File: config.mk
export PLATFORM = sky130hd
export DESIGN_NAME = trap_sequencer
export DESIGN_NICKNAME = d
export VERILOG_FILES = /design/src/rtl/trap_sequencer_pkg.sv /design/src/rtl/trap_priority_encoder.sv /design/src/rtl/trap_sequencer.sv
export SDC_FILE = /design/constraint.sdc
export NUM_CORES = 1
export LEC_CHECK = 0
export ABC_CLOCK_PERIOD_IN_PS = 6650
export BUFFER_PORTS_ARGS = -buffer_cell sky130_fd_sc_hd__buf_2
export CORE_MARGIN = 3
export CORE_UTILIZATION = 30
export CTS_CLUSTER_SIZE = 24
export DETAILED_ROUTE_END_ITERATION = 7
export MAX_ROUTING_LAYER = met4
export PLACE_DENSITY_LB_ADDON = 0.25
export SKIP_LAST_GASP = 1
export SLEW_MARGIN = 40
export SYNTH_ARGS = -nofsm -noshare
export SYNTH_HDL_FRONTEND = slang
export SYNTH_SLANG_ARGS = --single-unit
File: constraint.sdc
create_clock -name i_clk -period 6.65 [get_ports i_clk]
set_input_delay 1.33 -clock i_clk [delete_from_list [all_inputs] [get_ports i_clk]]
set_output_delay 1.33 -clock i_clk [all_outputs]
set_load 0.1 [all_outputs]
File: src/rtl/trap_sequencer_pkg.sv
// trap_sequencer_pkg: CSR addresses, cause codes, mstatus/mie bit positions, FSM encoding
package trap_sequencer_pkg;
    localparam logic [11:0] CSR_MSTATUS = 12'h300;
    localparam logic [11:0] CSR_MEPC = 12'h341;
    localparam logic [11:0] CSR_MCAUSE = 12'h342;
    localparam logic [11:0] CSR_MTVAL = 12'h343;
    localparam logic [3:0] CAUSE_EXT_IRQ = 4'd11;
    localparam logic [3:0] CAUSE_SW_IRQ = 4'd3;
    localparam logic [3:0] CAUSE_TMR_IRQ = 4'd7;
    localparam logic [3:0] CAUSE_ILLEGAL = 4'd2;
    localparam logic [3:0] CAUSE_EBREAK = 4'd3;
    localparam logic [3:0] CAUSE_ECALL = 4'd11;
    localparam logic [3:0] CAUSE_LOAD_MIS = 4'd4;
    localparam logic [3:0] CAUSE_STORE_MIS = 4'd6;
    localparam int MSTATUS_MIE = 3;
    localparam int MSTATUS_MPIE = 7;
    localparam int MSTATUS_MPP = 11;
    localparam int MIE_MSIE = 3;
    localparam int MIE_MTIE = 7;
    localparam int MIE_MEIE = 11;
    typedef enum logic [2:0] {
        IDLE,
        W_MEPC,
        W_MCAUSE,
        W_MTVAL,
        W_MSTATUS,
        TRAP_REDIR,
        RET_MSTATUS,
        RET_REDIR
    } state_t;
    function automatic logic [31:0] trap_mstatus(input logic [31:0] m);
        logic [31:0] r;
        r = m;
        r[MSTATUS_MPIE] = m[MSTATUS_MIE];
        r[MSTATUS_MIE] = 1'b0;
        r[MSTATUS_MPP+:2] = 2'b11;
        return r;
    endfunction
    function automatic logic [31:0] ret_mstatus(input logic [31:0] m);
        logic [31:0] r;
        r = m;
        r[MSTATUS_MIE] = m[MSTATUS_MPIE];
        r[MSTATUS_MPIE] = 1'b1;
        r[MSTATUS_MPP+:2] = 2'b11;
        return r;
    endfunction
endpackage

File: src/rtl/trap_priority_encoder.sv
// trap_priority_encoder: picks the highest-priority pending trap and its cause code
module trap_priority_encoder
    import trap_sequencer_pkg::*;
(
    input  logic        ext_irq_i,
    input  logic        sw_irq_i,
    input  logic        tmr_irq_i,
    input  logic        global_ie_i,
    input  logic [31:0] mie_i,
    input  logic        illegal_i,
    input  logic        ebreak_i,
    input  logic        ecall_i,
    input  logic        load_mis_i,
    input  logic        store_mis_i,
    output logic        valid_o,
    output logic        is_interrupt_o,
    output logic [3:0]  cause_o
);
    logic ext, sw, tmr;
    logic unused_mie;
    assign unused_mie = ^{mie_i[31:12], mie_i[10:8], mie_i[6:4], mie_i[2:0]};
    // interrupts need both the global enable and their own enable; exceptions follow in fixed order
    always_comb begin
        ext = ext_irq_i & global_ie_i & mie_i[MIE_MEIE];
        sw = sw_irq_i & global_ie_i & mie_i[MIE_MSIE];
        tmr = tmr_irq_i & global_ie_i & mie_i[MIE_MTIE];
        is_interrupt_o = ext | sw | tmr;
        valid_o = is_interrupt_o | illegal_i | ebreak_i | ecall_i | load_mis_i | store_mis_i;
        cause_o = ext ? CAUSE_EXT_IRQ :
                  sw ? CAUSE_SW_IRQ :
                  tmr ? CAUSE_TMR_IRQ :
                  illegal_i ? CAUSE_ILLEGAL :
                  ebreak_i ? CAUSE_EBREAK :
                  ecall_i ? CAUSE_ECALL :
                  load_mis_i ? CAUSE_LOAD_MIS :
                  store_mis_i ? CAUSE_STORE_MIS : 4'd0;
    end
endmodule

File: src/rtl/trap_sequencer.sv
// trap_sequencer: serialises trap-entry and mret CSR updates, then issues the redirect pulse
module trap_sequencer
    import trap_sequencer_pkg::*;
(
    input  logic        i_clk,
    input  logic        i_rst,
    input  logic        i_external_interrupt,
    input  logic        i_software_interrupt,
    input  logic        i_timer_interrupt,
    input  logic [31:0] i_mie,
    input  logic [31:0] i_mstatus,
    input  logic [31:0] i_mtvec,
    input  logic [31:0] i_mepc,
    input  logic        i_is_inst_illegal,
    input  logic        i_is_ebreak,
    input  logic        i_is_ecall,
    input  logic        i_load_misaligned,
    input  logic        i_store_misaligned,
    input  logic        i_is_mret,
    input  logic [31:0] i_pc,
    input  logic [31:0] i_y,
    input  logic        i_stall,
    input  logic        writeback_change_pc,
    output logic        o_csr_we,
    output logic [11:0] o_csr_waddr,
    output logic [31:0] o_csr_wdata,
    output logic [31:0] o_trap_address,
    output logic [31:0] o_return_address,
    output logic        o_go_to_trap_q,
    output logic        o_return_from_trap_q,
    output logic        o_busy
);
    state_t state_q, state_d;
    logic [31:0] pc_q, pc_d, tval_q, tval_d;
    logic [3:0] cause_q, cause_d, trap_cause;
    logic irq_q, irq_d, trap_valid, trap_irq, accept;

    trap_priority_encoder u_prio (
        .ext_irq_i(i_external_interrupt),
        .sw_irq_i(i_software_interrupt),
        .tmr_irq_i(i_timer_interrupt),
        .global_ie_i(i_mstatus[MSTATUS_MIE]),
        .mie_i(i_mie),
        .illegal_i(i_is_inst_illegal),
        .ebreak_i(i_is_ebreak),
        .ecall_i(i_is_ecall),
        .load_mis_i(i_load_misaligned),
        .store_mis_i(i_store_misaligned),
        .valid_o(trap_valid),
        .is_interrupt_o(trap_irq),
        .cause_o(trap_cause)
    );

    // state and trap context registers
    always_ff @(posedge i_clk) begin
        if (i_rst) begin
            state_q <= IDLE;
            pc_q <= '0;
            cause_q <= '0;
            irq_q <= 1'b0;
            tval_q <= '0;
        end else begin
            state_q <= state_d;
            pc_q <= pc_d;
            cause_q <= cause_d;
            irq_q <= irq_d;
            tval_q <= tval_d;
        end
    end

    // accept events only when idle and not overridden; otherwise walk the sequence unless stalled
    always_comb begin
        state_d = state_q;
        pc_d = pc_q;
        cause_d = cause_q;
        irq_d = irq_q;
        tval_d = tval_q;
        accept = state_q == IDLE && !i_stall && !writeback_change_pc;
        if (accept && trap_valid) begin
            state_d = W_MEPC;
            pc_d = i_pc;
            cause_d = trap_cause;
            irq_d = trap_irq;
            tval_d = (!trap_irq && (trap_cause == CAUSE_LOAD_MIS || trap_cause == CAUSE_STORE_MIS)) ? i_y : 32'd0;
        end else if (accept && i_is_mret) begin
            state_d = RET_MSTATUS;
        end else if (state_q != IDLE && !i_stall) begin
            case (state_q)
                W_MEPC: state_d = W_MCAUSE;
                W_MCAUSE: state_d = W_MTVAL;
                W_MTVAL: state_d = W_MSTATUS;
                W_MSTATUS: state_d = TRAP_REDIR;
                RET_MSTATUS: state_d = RET_REDIR;
                default: state_d = IDLE;
            endcase
        end
    end

    // one CSR write or redirect pulse per active state; silent while stalled or in reset
    always_comb begin
        o_csr_we = 1'b0;
        o_csr_waddr = '0;
        o_csr_wdata = '0;
        o_go_to_trap_q = 1'b0;
        o_return_from_trap_q = 1'b0;
        o_busy = !i_rst && state_q != IDLE;
        if (!i_rst && !i_stall) begin
            case (state_q)
                W_MEPC: begin
                    o_csr_we = 1'b1;
                    o_csr_waddr = CSR_MEPC;
                    o_csr_wdata = pc_q;
                end
                W_MCAUSE: begin
                    o_csr_we = 1'b1;
                    o_csr_waddr = CSR_MCAUSE;
                    o_csr_wdata = {irq_q, 27'd0, cause_q};
                end
                W_MTVAL: begin
                    o_csr_we = 1'b1;
                    o_csr_waddr = CSR_MTVAL;
                    o_csr_wdata = tval_q;
                end
                W_MSTATUS: begin
                    o_csr_we = 1'b1;
                    o_csr_waddr = CSR_MSTATUS;
                    o_csr_wdata = trap_mstatus(i_mstatus);
                end
                RET_MSTATUS: begin
                    o_csr_we = 1'b1;
                    o_csr_waddr = CSR_MSTATUS;
                    o_csr_wdata = ret_mstatus(i_mstatus);
                end
                TRAP_REDIR: o_go_to_trap_q = 1'b1;
                RET_REDIR: o_return_from_trap_q = 1'b1;
                default: o_csr_we = 1'b0;
            endcase
        end
    end

    // vectored mode offsets only interrupts, by 4 bytes per cause
    assign o_trap_address = {i_mtvec[31:2], 2'b00} + ((i_mtvec[1:0] == 2'b01 && irq_q) ? {26'd0, cause_q, 2'b00} : 32'd0);
    assign o_return_address = i_mepc;
endmodule

==> metrics.yaml, run 1 <==
status: "complete, no violations"
setup_violations: 0
fin_hold_ws_ps: 476
drtPass1Iterations: 5
final_max_slew_viol_count: 0
min_path_cells: 2
dpl.hpwl_um: 11500
ys.flop_type: "dfxtp_1"
num_vias: 4837
path_class: "in2out"
io_buffers: 212
synth_top_area_frac: 0.308
rows: 45
wl_um: 16200
track_usage: 0.183
period_share: 0.825
clkTransAtPathRegs_ps: 60
pre_cts_ws_ps: 1160
clock-root-buffer: "clkbuf_16"
critPathLaunchType: "primary input"
worst_slew_pin_slew_ps: 739
fin_setup_tns_ps: 0
drcViolationCount: 0
fin_skew_ps: 8.59
postCtsSetupRepairBufs: 0
yosys-top-cells-area: "dfxtp_1 (31%), a21oi_1 (8.1%), buf_4 (6.7%)"
rr_endpoint: "tval_q[1]"
antenna_found_initial: 2
worstPathArrival_ps: 4160
drv_cap: 0
max_freq_mhz: 182
fin_ws_ps: 1160
cts_resized: 0
grt_overflow: 0
grt_pass1_vias: 4593
p_leak_uw: 0.00253
cts_tree: "built"
nets: 964
cp-end-kind: "output pin"
reg2reg_depth: 5
dpl-instance-area_mm2: 0.00563
power_density_mw_per_mm2: 225
grt_max_degree: 49
io_pins: 317
r2r_setup_slack_ps: 4210
syn2layout_area_growth_pct: 27.2
clk_latency_ps: 320
postSynthAreaPerCell_um2: 7.80
min_from: "pc_q[24]"
peakVddDrop_mv: 0.129
yosysSeqAreaShare: 0.308
drtIter0Drc: 192
synth_cell_types: 54
drive_gt1_frac: 0.339
clockBufferDepth: 2
grt_pass1_wl_um: 23900
cts_buffers: 9
yosys.area.top_type: "dfxtp_1"
die_area_mm2: 0.0172
fp.dieW_um: 131
rsz0062_at_grt: "no"
synth_enable_flop_cells: 0
ant_nets: 0
maxSlewHeadroom: 0.507
required_ps: 5320
min_to: "pc_q[24]"
viasPerCell: 4.98
min_path_type: "reg2reg"
fin_area_mm2: 0.00596
syn-cell-area_mm2: 0.00469
fin_util: 0.391
synth_seq_cells: 72
htree_levels: 3
critPathMaxFanout: 10
hold_viol_final: 0
synthCells: 601
timing.rr.start: "state_q[2]"
yosysWarnings: 0
wl_per_cell_um: 16.7
synthArstFlopShare: 0
cts.sinks: 72
cts.hold.buffers_added: 0
initial_core_util: 0.307
period_needed_ps: 5490
core_area_mm2: 0.0153
globalplace.congestion: 0.862
die_height_um: 131
## flip-flops by register name (all words and copies together) (netlist names)
signal / flops
cause_q: 4
irq_q: 1
pc_q: 32
state_q: 3
tval_q: 32
## logic make-up after synthesis
logic type / count (synthesis) / synth area share
XOR/XNOR: 27 / 0.0505
AND/OR/NAND/NOR: 194 / 0.206
other: 1 / 0.000800
flip-flops: 72 / 0.308
multiplexers: 31 / 0.0678
adder cells (fa/ha/maj): 5 / 0.0149
AO/OA/AOI/OAI: 170 / 0.229
buffers and inverters: 101 / 0.124
## final cells by class
| class | instances | area [um2] |
|---|---|---|
| Inverter | 13 | 48.8 |
| Fill cell | 1688 | 9300 |
| Antenna cell | 2 | 5.00 |
| Clock inverter | 4 | 76.3 |
| Tap cell | 211 | 264 |
| Timing Repair Buffer | 222 | 1150 |
| Clock buffer | 12 | 246 |
| Multi-Input combinational cell | 436 | 2730 |
| Sequential cell | 72 | 1440 |
## critical path: stages
cell	delay, ps
buf_2	70
nand2_1	40
nor2_1	200
and2_1	160
ha_1	160
inv_1	50
fa_1	380
nand2b_1	210
a211oi_2	640
nand4bb_1	200
xnor2_1	240
buf_2	460
## how the worst max path moves through the flow
stage | end | slack, ps | start | cells after the start
final | o_trap_address[26] | 1160 | i_mtvec[0] | 12
after global routing | o_trap_address[26] | 940 | i_mtvec[0] | 12
after CTS | o_trap_address[26] | 1140 | i_mtvec[0] | 12
after detailed placement | o_trap_address[26] | 1160 | i_mtvec[0] | 12
after global placement | o_trap_address[26] | 1180 | i_mtvec[0] | 12
after floorplan | o_trap_address[26] | 730 | i_mtvec[0] | 10
## power by group
part	switching, uW	internal (uW)
clock network	190	341
registers	15.0	448
logic	258	92.1
total	463	881
## per-layer routing
layer	share of wire	vias up	GRT usage
li1	-	2385	-
met3	0.067	25	0.0358
met2	0.48	191	0.313
met4	0.014	0	0.0478
met5	0	-	-
met1	0.43	2236	0.221
## cells in the mapped netlist (all sizes together) (6+ instances only)
cell and number:
a21o 6, a21oi 77, a22o 33, buf 53
clkbuf 35, dfxtp 72, inv 13, mux2 6
mux2i 25, nand2 28, nand3 43, nand3b 6
nand4 9, nor2 68, nor3 11, o21ai 37
xnor2 15, xor2 12
## per-stage QoR
step | total power, uW | std cells
2_1_floorplan | 816 | 609
3_3_place_gp | 820 | 952
3_5_place_dp | 824 | 954
4_1_cts | 1360 | 970
5_1_grt | 1400 | 972
6_report | 1340 | 972
## layout by cell type (no fill, tap or decap), types with 3 or more instances in the layout
cell,netlist,final
buf_2,4,212
a21oi_1,76,76
dfxtp_1,72,70
nor2_1,68,68
nand3_1,43,43
a22o_1,33,33
o21ai_0,32,32
nand2_1,28,28
mux2i_1,25,25
xnor2_1,15,15
inv_1,13,13
xor2_1,12,12
nor3_1,10,10
nand4_1,9,9
conb_1,1,9
clkbuf_16,0,9
buf_4,42,8
a21o_1,6,6
mux2_2,6,6
nand3b_1,6,6
o21ai_1,5,5
and2_1,4,4
and4_1,4,4
and3_1,4,4
ha_1,4,4
nor4_1,3,3
o2bb2ai_1,3,3
Note: power is estimated with default switching activity, not from simulation.
==> run 2, diff against run 1 <==
--- a/config.mk
+++ b/config.mk
@@ -5,7 +5,8 @@
 export SDC_FILE = /design/constraint.sdc
 export NUM_CORES = 1
 export LEC_CHECK = 0
-export ABC_CLOCK_PERIOD_IN_PS = 6650
+export ABC_AREA = 1
+export ABC_CLOCK_PERIOD_IN_PS = 4900
 export BUFFER_PORTS_ARGS = -buffer_cell sky130_fd_sc_hd__buf_2
 export CORE_MARGIN = 3
 export CORE_UTILIZATION = 30
==> constraint.sdc (replaced) <==
create_clock -name i_clk -period 4.9 [get_ports i_clk]
set_input_delay 0.98 -clock i_clk [delete_from_list [all_inputs] [get_ports i_clk]]
set_output_delay 0.98 -clock i_clk [all_outputs]
set_load 0.1 [all_outputs]
==> run 2 against run 1 <==
Non-clock buffer count decreased by 2. Register-to-register slack got worse by 1600 ps. Highest routed layer unchanged. Clock power increased by 28%. Critical path depth increased by 4. Clock skew decreased by 0.78 ps. Global-route usage about the same. Flip-flop and latch count unchanged.
==> metrics.yaml, run 2 <==
clock-root-buffer: "clkbuf_16"
nets: 1246  # +29%
critPathMaxStageDelay_ps: 430  # -210 ps
critPathMaxFanout: 4  # -6
power_density_mw_per_mm2: 280  # +24%
reg2reg_depth: 9  # +4
worst_slew_pin_slew_ps: 621  # -117 ps
min_from: "tval_q[12]"
clk_latency_ps: 340  # +20 ps
status: "complete, no violations"
drive_gt1_frac: 0.246  # -0.0927
maxSlewHeadroom: 0.584  # +0.0776
rows: 47  # +4.4%
dpl.hpwl_um: 13000  # +12%
postCtsSetupRepairBufs: 0  # unchanged
syn2layout_area_growth_pct: 28.5
globalplace.congestion: 0.887  # +2.9%
wl_met2_um: 7990  # +1.6%
p_clk_frac: 0.364  # -0.031
synth_enable_flop_cells: 0  # unchanged
grt_pass1_vias: 5166  # +12%
synth_seq_cells: 72  # unchanged
cpMaxStageDelayCell: "buf_2"
max_freq_mhz: 224
timing.rr.start: "state_q[0]"
track_usage: 0.184  # +0.000308
top_regs: "pc_q x32, tval_q x32, cause_q x4"
min_path_type: "reg2reg"
final_max_slew_viol_count: 0  # unchanged
mostFrequentLayoutCell: "nand2_1"
rsz0062_at_grt: "no"
syn-cell-area_mm2: 0.00518  # +10%
yosysWarnings: 0  # unchanged
sw_frac_of_total: 0.376  # +0.0319
yosys-top-cells-area: "dfxtp_1 (28%), nand2_1 (19%), nor2_1 (11%)"
die_area_mm2: 0.0189  # +10%
drcViolationCount: 0  # unchanged
initial_core_util: 0.309  # +0.00175
viasPerCell: 4.49  # -9.7%
final_cell_mix: "nand2_1 (267), buf_2 (198), nor2_1 (151)"
clkTransAtPathRegs_ps: 60  # about the same
path_class: "in2out"
cts.sinks: 72  # unchanged
clockBufferDepth: 2  # unchanged
wl_um: 17200  # +6.1%
drtPass1Iterations: 5  # unchanged
antenna_found_initial: 1  # -1
cts_buffers: 9  # unchanged
wl_met1_um: 7710  # +9.3%
period_needed_ps: 4470
rr_endpoint: "tval_q[18]"
io_pins: 317  # unchanged
r2r_setup_slack_ps: 2650  # -1560 ps
setup_violations: 0  # unchanged
cp-end-kind: "output pin"
pwr-share-seq: 0.342  # -0.003
grt_pass1_wl_um: 26300  # +9.8%
yosysSeqAreaShare: 0.278  # -0.0291
die_height_um: 137  # +4.9%
num-fill-cells: 1918  # +14%
p_comb_frac: 0.294  # +0.034
multiInputGateArea_mm2: 0.00283  # +3.8%
min_to: "tval_q[12]"
synth.most_common_cell: "nand2_1"
register_area_mm2: 0.00144  # -0.17%
hold_viol_final: 0  # unchanged
postSynthAreaPerCell_um2: 5.92  # -24%
yosys.area.top_type: "dfxtp_1"
fin_skew_ps: 7.80  # -0.784 ps
num_vias: 5670  # +17%
cts.hold.buffers_added: 0  # unchanged
met3_wirelength_um: 1330  # +21%
fp.dieW_um: 137  # +4.9%
synthArstFlopShare: 0  # unchanged
top_layer_used: "met4"
synth_top_area_frac: 0.278  # -0.0291
period_share: 0.912
synth_commonest_cells: "nand2_1 (267), nor2_1 (151), inv_1 (107)"
min_path_cells: 2  # unchanged
p_leak_uw: 0.00358  # +42%
synth_cell_types: 36  # -33%
crit_chain: "buf_2 -> nand2_1 -> nor2_1 -> inv_1 -> nor2_1 -> ha_1 -> inv_1 -> fa_1 -> nor2_1 -> nand2_1 -> nand2_1 -> nand2_1 -> nor2_1 -> nand2_1 -> xnor2_2 -> buf_2"
worstPathArrival_ps: 3490  # -670 ps
power_uw: 1860  # +39%
critPathLaunchType: "primary input"
grt_overflow: 0  # unchanged
ant_nets: 0  # unchanged
ys.flop_type: "dfxtp_1"
drtIter0Drc: 322  # +68%
grt_max_degree: 39  # -20%
peakVddDrop_mv: 0.154  # +19%
p_sw_uw: 701  # +51%
htree_levels: 3  # unchanged
path_common_cell: "nand2_1"
fin_setup_tns_ps: 0  # unchanged
io_buffers: 212  # unchanged
core_area_mm2: 0.0168  # +9.8%
required_ps: 3920  # -1400 ps
cts_tree: "built"
power.internal_uw: 1160  # +32%
drv_cap: 0  # unchanged
synthCells: 875  # +46%
wl_per_cell_um: 13.6  # -18%
cts_resized: 0  # unchanged
## run 2: kinds of logic (layout without fill, tap and decap cells)
family	Yosys count	after routing	synth area share
fa+ha+maj	5	5	0.0135
compound gates	66	66	0.0689
flops	72	72	0.278
xor+xnor	18	18	0.0304
other cells	1	10	0.000724
simple gates	526	526	0.425
buf+inv	187	345	0.183
## run 2: metrics by stage
stage | area [um2] | setup slack (ps) | hold WS, ps | instances | util
after global placement | 6260 | 509 | 437 | 1242 | 0.374
after global routing | 6650 | 223 | 468 | 1262 | 0.397
final | 6650 | 433 | 450 | 1262 | 0.397
after floorplan | 5220 | -542 | 426 | 883 | -
after detailed placement | 6290 | 462 | 439 | 1243 | 0.375
after CTS | 6600 | 450 | 454 | 1259 | 0.394
## run 2: final cells by class
| cell class | count | share of cell area |
|---|---|---|
| diodes | 1 | 0.000376 |
| clock buffers | 9 | 0.0338 |
| clock inverters | 7 | 0.0118 |
| inverters | 109 | 0.0615 |
| multi-input cells | 624 | 0.425 |
| flip-flops and latches | 72 | 0.217 |
| well taps | 220 | 0.0414 |
| repair buffers | 220 | 0.209 |
## run 2: how the worst max path moves through the flow
stage / startpoint / endpoint / slack (ps) / depth (start not counted)
floorplan: i_rst / o_go_to_trap_q / -540 / 5
CTS: i_mtvec[0] / o_trap_address[28] / 450 / 16
global route: i_mtvec[0] / o_trap_address[28] / 220 / 16
global placement: i_mtvec[0] / o_trap_address[28] / 510 / 16
detailed placement: i_mtvec[0] / o_trap_address[28] / 460 / 16
finish: i_mtvec[0] / o_trap_address[28] / 430 / 16
## run 2: worst max-delay path, delay by kind of cell
| family | cells | cell delay [ps] |
|---|---|---|
| buffers and inverters | 4 | 650 |
| adders and majority gates | 2 | 590 |
| and+or+nand+nor | 9 | 1130 |
| xor gates and xnor gates | 1 | 130 |
## run 2: layer usage
layer,track usage,vias up
li1,-,2960
met1,0.231,2486
met2,0.302,206
met3,0.0369,18
met4,0.0482,0
met5,-,-
## run 2: power groups by stage
stage                     sequential, uW  clock (uW)  combinational [uW]
after floorplan                      645           0                 525
after global placement               649           0                 542
after detailed placement             650           0                 546
after CTS                            637         699                 547
after global routing                 641         717                 596
final                                637         679                 547
==> run 3, diff against run 2 <==
--- a/config.mk
+++ b/config.mk
@@ -5,7 +5,6 @@
 export SDC_FILE = /design/constraint.sdc
 export NUM_CORES = 1
 export LEC_CHECK = 0
-export ABC_AREA = 1
 export ABC_CLOCK_PERIOD_IN_PS = 4900
 export BUFFER_PORTS_ARGS = -buffer_cell sky130_fd_sc_hd__buf_2
 export CORE_MARGIN = 3
==> run 3 against run 2 <==
Clock skew decreased by 1.8 ps. Die area fell by 9.1%. Final area fell by 8.7%. Total power fell by 7.7%.
==> metrics.yaml, run 3 (synthesis results as in run 1) <==
critPathLaunchType: "primary input"
hold_viol_final: 0  # unchanged
clk_latency_ps: 330  # about the same
initial_core_util: 0.307  # -0.00175
p_clk_frac: 0.352  # -0.012
power_uw: 1720  # -7.7%
multiInputGateArea_mm2: 0.00282  # -0.40%
htree_levels: 3  # unchanged
nets: 969  # -22%
num-fill-cells: 1680  # -12%
worstPathArrival_ps: 3470  # -20 ps
reg2reg_depth: 5  # -4
clock-root-buffer: "clkbuf_16"
p_leak_uw: 0.00263  # -26%
grt_pass1_wl_um: 23700  # -9.6%
drive_gt1_frac: 0.359  # +0.113
postCtsSetupRepairBufs: 0  # unchanged
fin_cells: 977  # -23%
grt_overflow: 0  # unchanged
peakVddDrop_mv: 0.136  # -12%
required_ps: 3920  # about the same
io_buffers: 212  # unchanged
cts_tree: "built"
power_density_mw_per_mm2: 283  # +1.0%
critPathMaxFanout: 10  # +6
pwr-share-seq: 0.371  # +0.029
final_max_slew_viol_count: 0  # unchanged
die_area_mm2: 0.0172  # -9.1%
fin_skew_ps: 6.01  # -1.79 ps
place_inst: 959  # -23%
r2r_setup_slack_ps: 2460  # -190 ps
cts.hold.buffers_added: 0  # unchanged
fin_setup_tns_ps: 0  # unchanged
io_pins: 317  # unchanged
syn2layout_area_growth_pct: 29.7
top_regs: "pc_q x32, tval_q x32, cause_q x4"
cts.sinks: 72  # unchanged
viasPerCell: 4.94  # +9.9%
min_path_type: "reg2reg"
path_class: "in2out"
dpl.hpwl_um: 12000  # -7.5%
core_area_mm2: 0.0153  # -9.0%
register_area_mm2: 0.00145  # +0.35%
timing.rr.start: "state_q[2]"
worstSetupEndpoint: "o_trap_address[24]"
maxSlewHeadroom: 0.551  # -0.0333
sw_frac_of_total: 0.362  # -0.0145
drcViolationCount: 0  # unchanged
drv_cap: 0  # unchanged
rsz0062_at_grt: "no"
p_comb_frac: 0.277  # -0.017
p_sw_uw: 622  # -11%
fp.dieW_um: 131  # -4.6%
clkTransAtPathRegs_ps: 60  # about the same
final_cell_mix: "buf_2 (210), a21oi_1 (76), dfxtp_1 (70)"
die_height_um: 131  # -4.6%
status: "complete, no violations"
cts_buffers: 9  # unchanged
period_needed_ps: 4450  # -18.4 ps
fin_hold_ws_ps: 475  # +24.7 ps
fin_area_mm2: 0.00608  # -8.7%
antenna_found_initial: 2  # +1
grt_max_degree: 37  # -5.1%
ant_nets: 0  # unchanged
globalplace.congestion: 0.841  # -5.2%
power.internal_uw: 1100  # -5.6%
cts_resized: 0  # unchanged
track_usage: 0.184  # +0.000633
cp-end-kind: "output pin"
drtPass1Iterations: 4  # -1
dpl-instance-area_mm2: 0.00579  # -7.9%
rows: 45  # -4.3%
wl_per_cell_um: 16.4  # +20%
period_share: 0.908  # -0.00376
worst_slew_pin_slew_ps: 673  # +51.4 ps
rr_endpoint: "tval_q[5]"
grt_pass1_vias: 4430  # -14%
drtIter0Drc: 186  # -42%
clockBufferDepth: 2  # unchanged
startpoint: "i_mtvec[0]"
num_vias: 4822  # -15%
mostFrequentLayoutCell: "buf_2"
max_freq_mhz: 225  # +0.41%
wl_um: 16000  # -7.1%
setup_violations: 0  # unchanged
-- run 3: changes by cell type in the layout (fill, tap and decap cells not counted), sizes merged, moves of 7 or more --
cell and delta:
nand3 -38, a22o +33, nor2 -89, o21ai -9, xnor2 +8, mux2i +25, nand2 -240, a21oi +66
inv -98, buf +7
-- run 3: worst min path at each step --
stage / startpoint / end / slack [ps] / depth (start not counted)
2_1_floorplan: tval_q[31] / tval_q[31] / 440 / 1
3_3_place_gp: tval_q[12] / tval_q[12] / 460 / 1
4_1_cts: pc_q[11] / pc_q[11] / 470 / 2
6_report: pc_q[15] / pc_q[15] / 470 / 2
3_5_place_dp: tval_q[31] / tval_q[31] / 460 / 1
5_1_grt: pc_q[15] / pc_q[15] / 490 / 2
-- run 3: power by group through the flow --
stage | sequential [uW] | combinational [uW] | clock, uW
finish | 638 | 476 | 604
CTS | 638 | 479 | 618
floorplan | 630 | 482 | 0
detailed placement | 651 | 478 | 0
global placement | 650 | 471 | 0
global route | 643 | 508 | 648
-- run 3: worst max-delay path, cell delays in order --
cell	delay (ps)
buf_2	90
nand2_1	50
nor2_1	220
and2_1	170
ha_1	160
inv_1	60
fa_1	390
nand2b_1	210
a211oi_2	190
buf_4	200
nand4_1	150
xnor2_2	150
buf_2	440
-- run 3: cell type report --
| type | instances | share of cell area |
|---|---|---|
| multi-input combinational | 436 | 0.464 |
| timing repair buffer | 227 | 0.201 |
| inverter | 13 | 0.00803 |
| clock inverter | 5 | 0.00535 |
| antenna | 2 | 0.000824 |
| clock buffer | 11 | 0.0399 |
| tap | 211 | 0.0434 |
| sequential | 72 | 0.238 |
-- run 3: per-layer routing --
layer | GRT usage | wire length, um
met4 | 0.0563 | 331
met2 | 0.313 | 7870
met5 | - | 0
met3 | 0.0500 | 1190
met1 | 0.212 | 6600
-- run 3: stage by stage --
step                worst slack [ps]   util
finish                           452  0.398
detailed placement               446  0.380
global route                     286  0.398
CTS                              439  0.398
floorplan                       15.7      -
global placement                 473  0.376
